--- config.mk ---
export PLATFORM = sky130hd
export DESIGN_NAME = alu_writeback_stage
export DESIGN_NICKNAME = d
export VERILOG_FILES = /design/src/rtl/alu_writeback_stage.sv
export SDC_FILE = /design/constraint.sdc
export NUM_CORES = 1
export LEC_CHECK = 0
export ABC_AREA = 0
export BUFFER_PORTS_ARGS = -buffer_cell sky130_fd_sc_hd__buf_4
export CAP_MARGIN = 5
export CORE_MARGIN = 5
export CORE_UTILIZATION = 24
export DETAILED_ROUTE_END_ITERATION = 10
export GPL_TIMING_DRIVEN = 0
export SLEW_MARGIN = 0
export SYNTH_ARGS = -nofsm -noshare
export SYNTH_HDL_FRONTEND = slang
export SYNTH_SLANG_ARGS = --single-unit
--- constraint.sdc ---
create_clock -name CLK -period 1.9 [get_ports CLK]
set_input_delay 0.38 -clock CLK [delete_from_list [all_inputs] [get_ports CLK]]
set_output_delay 0.38 -clock CLK [all_outputs]
set_load 0.01 [all_outputs]
--- src/rtl/alu_writeback_stage.sv ---
// Purpose: ALU writeback stage; aligns issue-time control with the registered ALU result and commits Acc/PC/flags.
// Latency: issue in cycle N, commit on the edge ending N+1; WBValid/BranchTaken pulse in N+2.
// Backpressure: Stall parks a pending result in a one-entry hold buffer; InReady drops while stalled or holding.
//
// Ports:
//   CLK, Reset (sync, active-high)     clock and reset
//   InValid/InReady                    issue handshake
//   AccWrite, IsBranch, BranchTarget   issue-time control, carried one cycle
//   ALUOut, ShouldBranch               registered ALU outputs, valid cycle after issue
//   Stall, Flush                       block commit / discard in-flight ops
//   Acc, PC, ZeroFlag, NegFlag         architectural state
//   WBValid, BranchTaken               commit pulses
// Optional feature: define WB_LINK_EN to add IsLink (taken link branch writes old PC+1 into Acc).
module alu_writeback_stage #(
  parameter int               WIDTH    = 16,
  parameter logic [WIDTH-1:0] RESET_PC = 16'h0000
) (
  input  logic             CLK,
  input  logic             Reset,
  input  logic             InValid,
  output logic             InReady,
  input  logic             AccWrite,
  input  logic             IsBranch,
  input  logic [WIDTH-1:0] BranchTarget,
`ifdef WB_LINK_EN
  input  logic             IsLink,
`endif
  input  logic [WIDTH-1:0] ALUOut,
  input  logic             ShouldBranch,
  input  logic             Stall,
  input  logic             Flush,
  output logic [WIDTH-1:0] Acc,
  output logic [WIDTH-1:0] PC,
  output logic             ZeroFlag,
  output logic             NegFlag,
  output logic             WBValid,
  output logic             BranchTaken
);

  // Stage-1: control captured at issue, waiting for the ALU result.
  logic             s1_vld_q, s1_vld_d;
  logic             s1_accw_q, s1_accw_d;
  logic             s1_br_q, s1_br_d;
  logic [WIDTH-1:0] s1_tgt_q, s1_tgt_d;
  logic             s1_link_q, s1_link_d;

  // Hold buffer: result plus control parked across a stall.
  logic             hold_vld_q, hold_vld_d;
  logic [WIDTH-1:0] hold_res_q, hold_res_d;
  logic             hold_sb_q, hold_sb_d;
  logic             hold_accw_q, hold_accw_d;
  logic             hold_br_q, hold_br_d;
  logic [WIDTH-1:0] hold_tgt_q, hold_tgt_d;
  logic             hold_link_q, hold_link_d;

  // Architectural state and commit pulses.
  logic [WIDTH-1:0] acc_q, acc_d;
  logic [WIDTH-1:0] pc_q, pc_d;
  logic             z_q, z_d;
  logic             n_q, n_d;
  logic             wbv_q, wbv_d;
  logic             bt_q, bt_d;

  logic             link_i;
  logic             issue, commit, taken, wb_en;
  logic             c_accw, c_br, c_sb, c_link;
  logic [WIDTH-1:0] c_res, c_tgt, pc_inc, wb_dat;

`ifdef WB_LINK_EN
  assign link_i = IsLink;
`else
  assign link_i = 1'b0;
`endif

  assign InReady = ~Stall & ~hold_vld_q & ~Reset;

  always_comb begin
    s1_vld_d    = s1_vld_q;
    s1_accw_d   = s1_accw_q;
    s1_br_d     = s1_br_q;
    s1_tgt_d    = s1_tgt_q;
    s1_link_d   = s1_link_q;
    hold_vld_d  = hold_vld_q;
    hold_res_d  = hold_res_q;
    hold_sb_d   = hold_sb_q;
    hold_accw_d = hold_accw_q;
    hold_br_d   = hold_br_q;
    hold_tgt_d  = hold_tgt_q;
    hold_link_d = hold_link_q;
    acc_d       = acc_q;
    pc_d        = pc_q;
    z_d         = z_q;
    n_d         = n_q;

    issue = InValid & InReady;

    // Stage-1 and hold are never both valid: issue is blocked while holding,
    // and a stalled result moves stage-1 into hold. The hold entry takes precedence.
    commit = ~Flush & ~Stall & (hold_vld_q | s1_vld_q);
    c_res  = hold_vld_q ? hold_res_q  : ALUOut;
    c_sb   = hold_vld_q ? hold_sb_q   : ShouldBranch;
    c_accw = hold_vld_q ? hold_accw_q : s1_accw_q;
    c_br   = hold_vld_q ? hold_br_q   : s1_br_q;
    c_tgt  = hold_vld_q ? hold_tgt_q  : s1_tgt_q;
    c_link = hold_vld_q ? hold_link_q : s1_link_q;

    taken  = c_br & c_sb;
    pc_inc = pc_q + WIDTH'(1);

    wb_en  = c_accw;
    wb_dat = c_res;
    // A taken link branch writes the return address instead of the ALU result.
    if (taken && c_link) begin
      wb_en  = 1'b1;
      wb_dat = pc_inc;
    end

    // Every stage-1 entry is consumed the cycle after issue (commit or hold),
    // so stage-1 validity is simply "issued last cycle".
    s1_vld_d = issue & ~Flush;
    if (issue) begin
      s1_accw_d = AccWrite;
      s1_br_d   = IsBranch;
      s1_tgt_d  = BranchTarget;
      s1_link_d = link_i;
    end

    if (Flush) begin
      hold_vld_d = 1'b0;
    end else if (hold_vld_q) begin
      hold_vld_d = Stall;
    end else if (s1_vld_q && Stall) begin
      hold_vld_d  = 1'b1;
      hold_res_d  = ALUOut;
      hold_sb_d   = ShouldBranch;
      hold_accw_d = s1_accw_q;
      hold_br_d   = s1_br_q;
      hold_tgt_d  = s1_tgt_q;
      hold_link_d = s1_link_q;
    end

    if (commit) begin
      pc_d = taken ? c_tgt : pc_inc;
      if (wb_en) begin
        acc_d = wb_dat;
        z_d   = (wb_dat == '0);
        n_d   = wb_dat[WIDTH-1];
      end
    end

    wbv_d = commit;
    bt_d  = commit & taken;
  end

  always_ff @(posedge CLK) begin
    if (Reset) begin
      s1_vld_q    <= 1'b0;
      s1_accw_q   <= 1'b0;
      s1_br_q     <= 1'b0;
      s1_tgt_q    <= '0;
      s1_link_q   <= 1'b0;
      hold_vld_q  <= 1'b0;
      hold_res_q  <= '0;
      hold_sb_q   <= 1'b0;
      hold_accw_q <= 1'b0;
      hold_br_q   <= 1'b0;
      hold_tgt_q  <= '0;
      hold_link_q <= 1'b0;
      acc_q       <= '0;
      pc_q        <= RESET_PC;
      z_q         <= 1'b0;
      n_q         <= 1'b0;
      wbv_q       <= 1'b0;
      bt_q        <= 1'b0;
    end else begin
      s1_vld_q    <= s1_vld_d;
      s1_accw_q   <= s1_accw_d;
      s1_br_q     <= s1_br_d;
      s1_tgt_q    <= s1_tgt_d;
      s1_link_q   <= s1_link_d;
      hold_vld_q  <= hold_vld_d;
      hold_res_q  <= hold_res_d;
      hold_sb_q   <= hold_sb_d;
      hold_accw_q <= hold_accw_d;
      hold_br_q   <= hold_br_d;
      hold_tgt_q  <= hold_tgt_d;
      hold_link_q <= hold_link_d;
      acc_q       <= acc_d;
      pc_q        <= pc_d;
      z_q         <= z_d;
      n_q         <= n_d;
      wbv_q       <= wbv_d;
      bt_q        <= bt_d;
    end
  end

  assign Acc         = acc_q;
  assign PC          = pc_q;
  assign ZeroFlag    = z_q;
  assign NegFlag     = n_q;
  assign WBValid     = wbv_q;
  assign BranchTaken = bt_q;

endmodule

==> metrics.yaml <==
max-vdd-ir-drop_uv: 409.7
clk_pin_slew_ns: 0.06
first_pass_iters: 5
drv_cap: 0
synth_edf_count: 0
place_area_um2: 4848
viasPerCell: 4.763
fmax_mhz: 567.6
overflow: 0
layout_setup_ws_ns: 0.1382
synthDistinctLibCells: 52
async_reset_ff_frac: 0
pin_count: 77
core_um2: 16470
setup_viol: 0
diodes: 0
drive_gt1_frac: 0.2112
antenna_left: 0
hold_buffers: 0
cp_max_fo: 7
cts_buffer_depth: 2
portBuffers: 75
power.switching_mw: 0.9361
netlist.area_leader.share: 0.4493
cp-start-kind: "flop"
slew_headroom: 0.6505
fin_crit_sh: 0.9273
crit_path_end_kind: "flop"
pwr-share-clk: 0.450
p_int_mw: 3.035
fin_crit_ns: 1.762
syn_area_um2: 4010
ys_ff_latch: 90
die_width_um: 139.3
power.leakage_nw: 1.789
htreeDepth: 3
syn_nets: 538
clock_sink_count: 90
gp_congestion: 0.8196
worstSetupPathType: "flop to flop"
rows: 47
report.final.slew_viol_count: 0
cts_tree: "built"
fin_total_pwr_mw: 3.971
dp_hpwl_um: 9270
antenna_found_initial: 0
skew_ns: 0.008012
grt_pass1_wl_um: 19310
synth_area_leader_cell: "dfxtp_1"
drt_wl_total_um: 12320
fin_setup_tns_ns: 0
pre_cts_slack_ns: -0.3228
netlist_instances: 497
grt_max_degree: 16
swShare: 0.2358
die_h_um: 139.3
start_util: 0.2435
numCtsBuffers: 9
ys_seq_area_frac: 0.4493
vias: 3844
utilization: 0.3158
drt_iter0_markers: 421
avgSynthCellArea_um2: 8.069
pwr-share-seq: 0.488
yosysWarningCount: 0
cp.arrival_ns: 1.98
clock_latency_ns: 0.35
worst_hold_path_type: "input pin to flop"
area_delta_synth_final_pct: 29.67
hold_violations: 0
die_area_um2: 19390
pwr-share-comb: 0.062
worstMarginPinSlew_ns: 0.5242
synthTopCellsByArea: "dfxtp_1, nand2_1, a21oi_1"
cts-root-buf: "clkbuf_16"
outcome: "complete, no violations"
required_ns: 2.12
fin_area_um2: 5200
synthFlopType: "dfxtp_1"
p_per_area_nw_per_um2: 763.6
final_net_count: 624
grtUsageTotal: 0.1237
wl_per_cell_um: 15.26
grt_pass1_vias: 3567
drc: 0
==> worst paths after layout <==
| kind | startpoint | endpoint | slack [ns] | cells past startpoint |
|---|---|---|---|---|
| setup reg to reg | PC[0] | PC[14] | 0.14 | 5 |
| hold / removal | Flush | s1_vld_q | 0.23 | 2 |
| setup / recovery | PC[0] | PC[14] | 0.14 | 5 |
| hold reg to reg | hold_tgt_q[6] | hold_tgt_q[6] | 0.46 | 2 |
==> sequential cells by signal, indices dropped and copies added, names as in the netlist, 16 cells and up <==
register    flops
Acc            16
PC             16
hold_res_q     16
hold_tgt_q     16
s1_tgt_q       16
==> per-layer routing <==
metal,global-route usage,vias up,part of all wire
met5,0,-,0
met4,0.04737,0,0.014
met3,0.03122,15,0.066
met2,0.1794,125,0.44
met1,0.1760,1760,0.48
li1,-,1944,-
==> kinds of logic after synthesis <==
kind of cell,count (synthesis),synth area share
fa+ha+maj,1,0.003120
flops,90,0.4493
buf+inv,45,0.04743
simple gates,207,0.2337
compound gates,129,0.2031
mux,25,0.06334
==> synth_stat cells (4+ instances only) <==
library cell  number
nor4_1             7
nor2_1            29
or4_1              6
mux2i_1           22
dfxtp_1           90
o32ai_1            7
o211ai_1           4
inv_1              8
a21oi_1           66
and4_1             4
o21ai_0            6
nor3_1             8
a211oi_1          19
clkbuf_1          21
a22oi_1            7
nand2_1          119
nand3_1            6
nand4_1            9
buf_2             14
==> what timing repair did <==
action	in CTS	in global routing
gates resized for setup	2	22
setup buffers	0	0
setup endpoints to repair	12	40
endpoints found under the hold margin	0	0
gates cloned	0	0
==> power groups by stage <==
stage	sequential (mW)	clock, mW	combinational, mW
2_1_floorplan	1.97	0	0.108
3_3_place_gp	1.98	0	0.242
3_5_place_dp	1.98	0	0.243
4_1_cts	1.94	1.82	0.245
5_1_grt	1.94	1.89	0.270
6_report	1.94	1.79	0.247
==> placed cells by master, fill, tap and decap left out, types with 3 or more instances in the layout <==
master,synthesis,final
a21oi_1,66,65
nand4_1,9,9
nor2_1,29,26
mux2i_1,22,22
clkbuf_16,0,9
clkbuf_4,0,3
nand3_1,6,5
a211oi_1,19,19
or4_1,6,6
clkbuf_1,21,18
inv_1,8,8
buf_2,14,10
o21ai_0,6,6
mux2_2,3,3
dfxtp_1,90,88
nor4_1,7,7
a22oi_1,7,7
buf_4,1,77
o211ai_1,4,4
nand2_1,119,117
nor2_2,0,3
clkbuf_2,0,3
nor3_1,8,7
o32ai_1,7,6
and4_1,4,4
==> critical path, stage by stage, from the launching register on <==
cell and delay [ns]:
dfxtp_2 0.40, ha_2 0.24, and4_1 0.29, nand2_1 0.15
o2111ai_1 0.20, or3b_1 0.37
==> through the flow <==
step / instances / hold slack, ns
after floorplan: 497 / 0.4319
after global placement: 792 / 0.4394
after detailed placement: 792 / 0.4479
after CTS: 807 / 0.2233
after global routing: 807 / 0.2323
final: 807 / 0.2280
==> cell type report <==
cell class,instances,area (µm²)
Sequential cell,90,1804
Timing Repair Buffer,75,563.0
Tap cell,220,275.3
Fill cell,1782,11270
Clock buffer,9,225.2
Clock inverter,6,67.56
Buffer,36,170.2
Multi-Input combinational cell,362,2061
Inverter,9,33.78
Note: power is estimated with default switching activity, not from simulation.
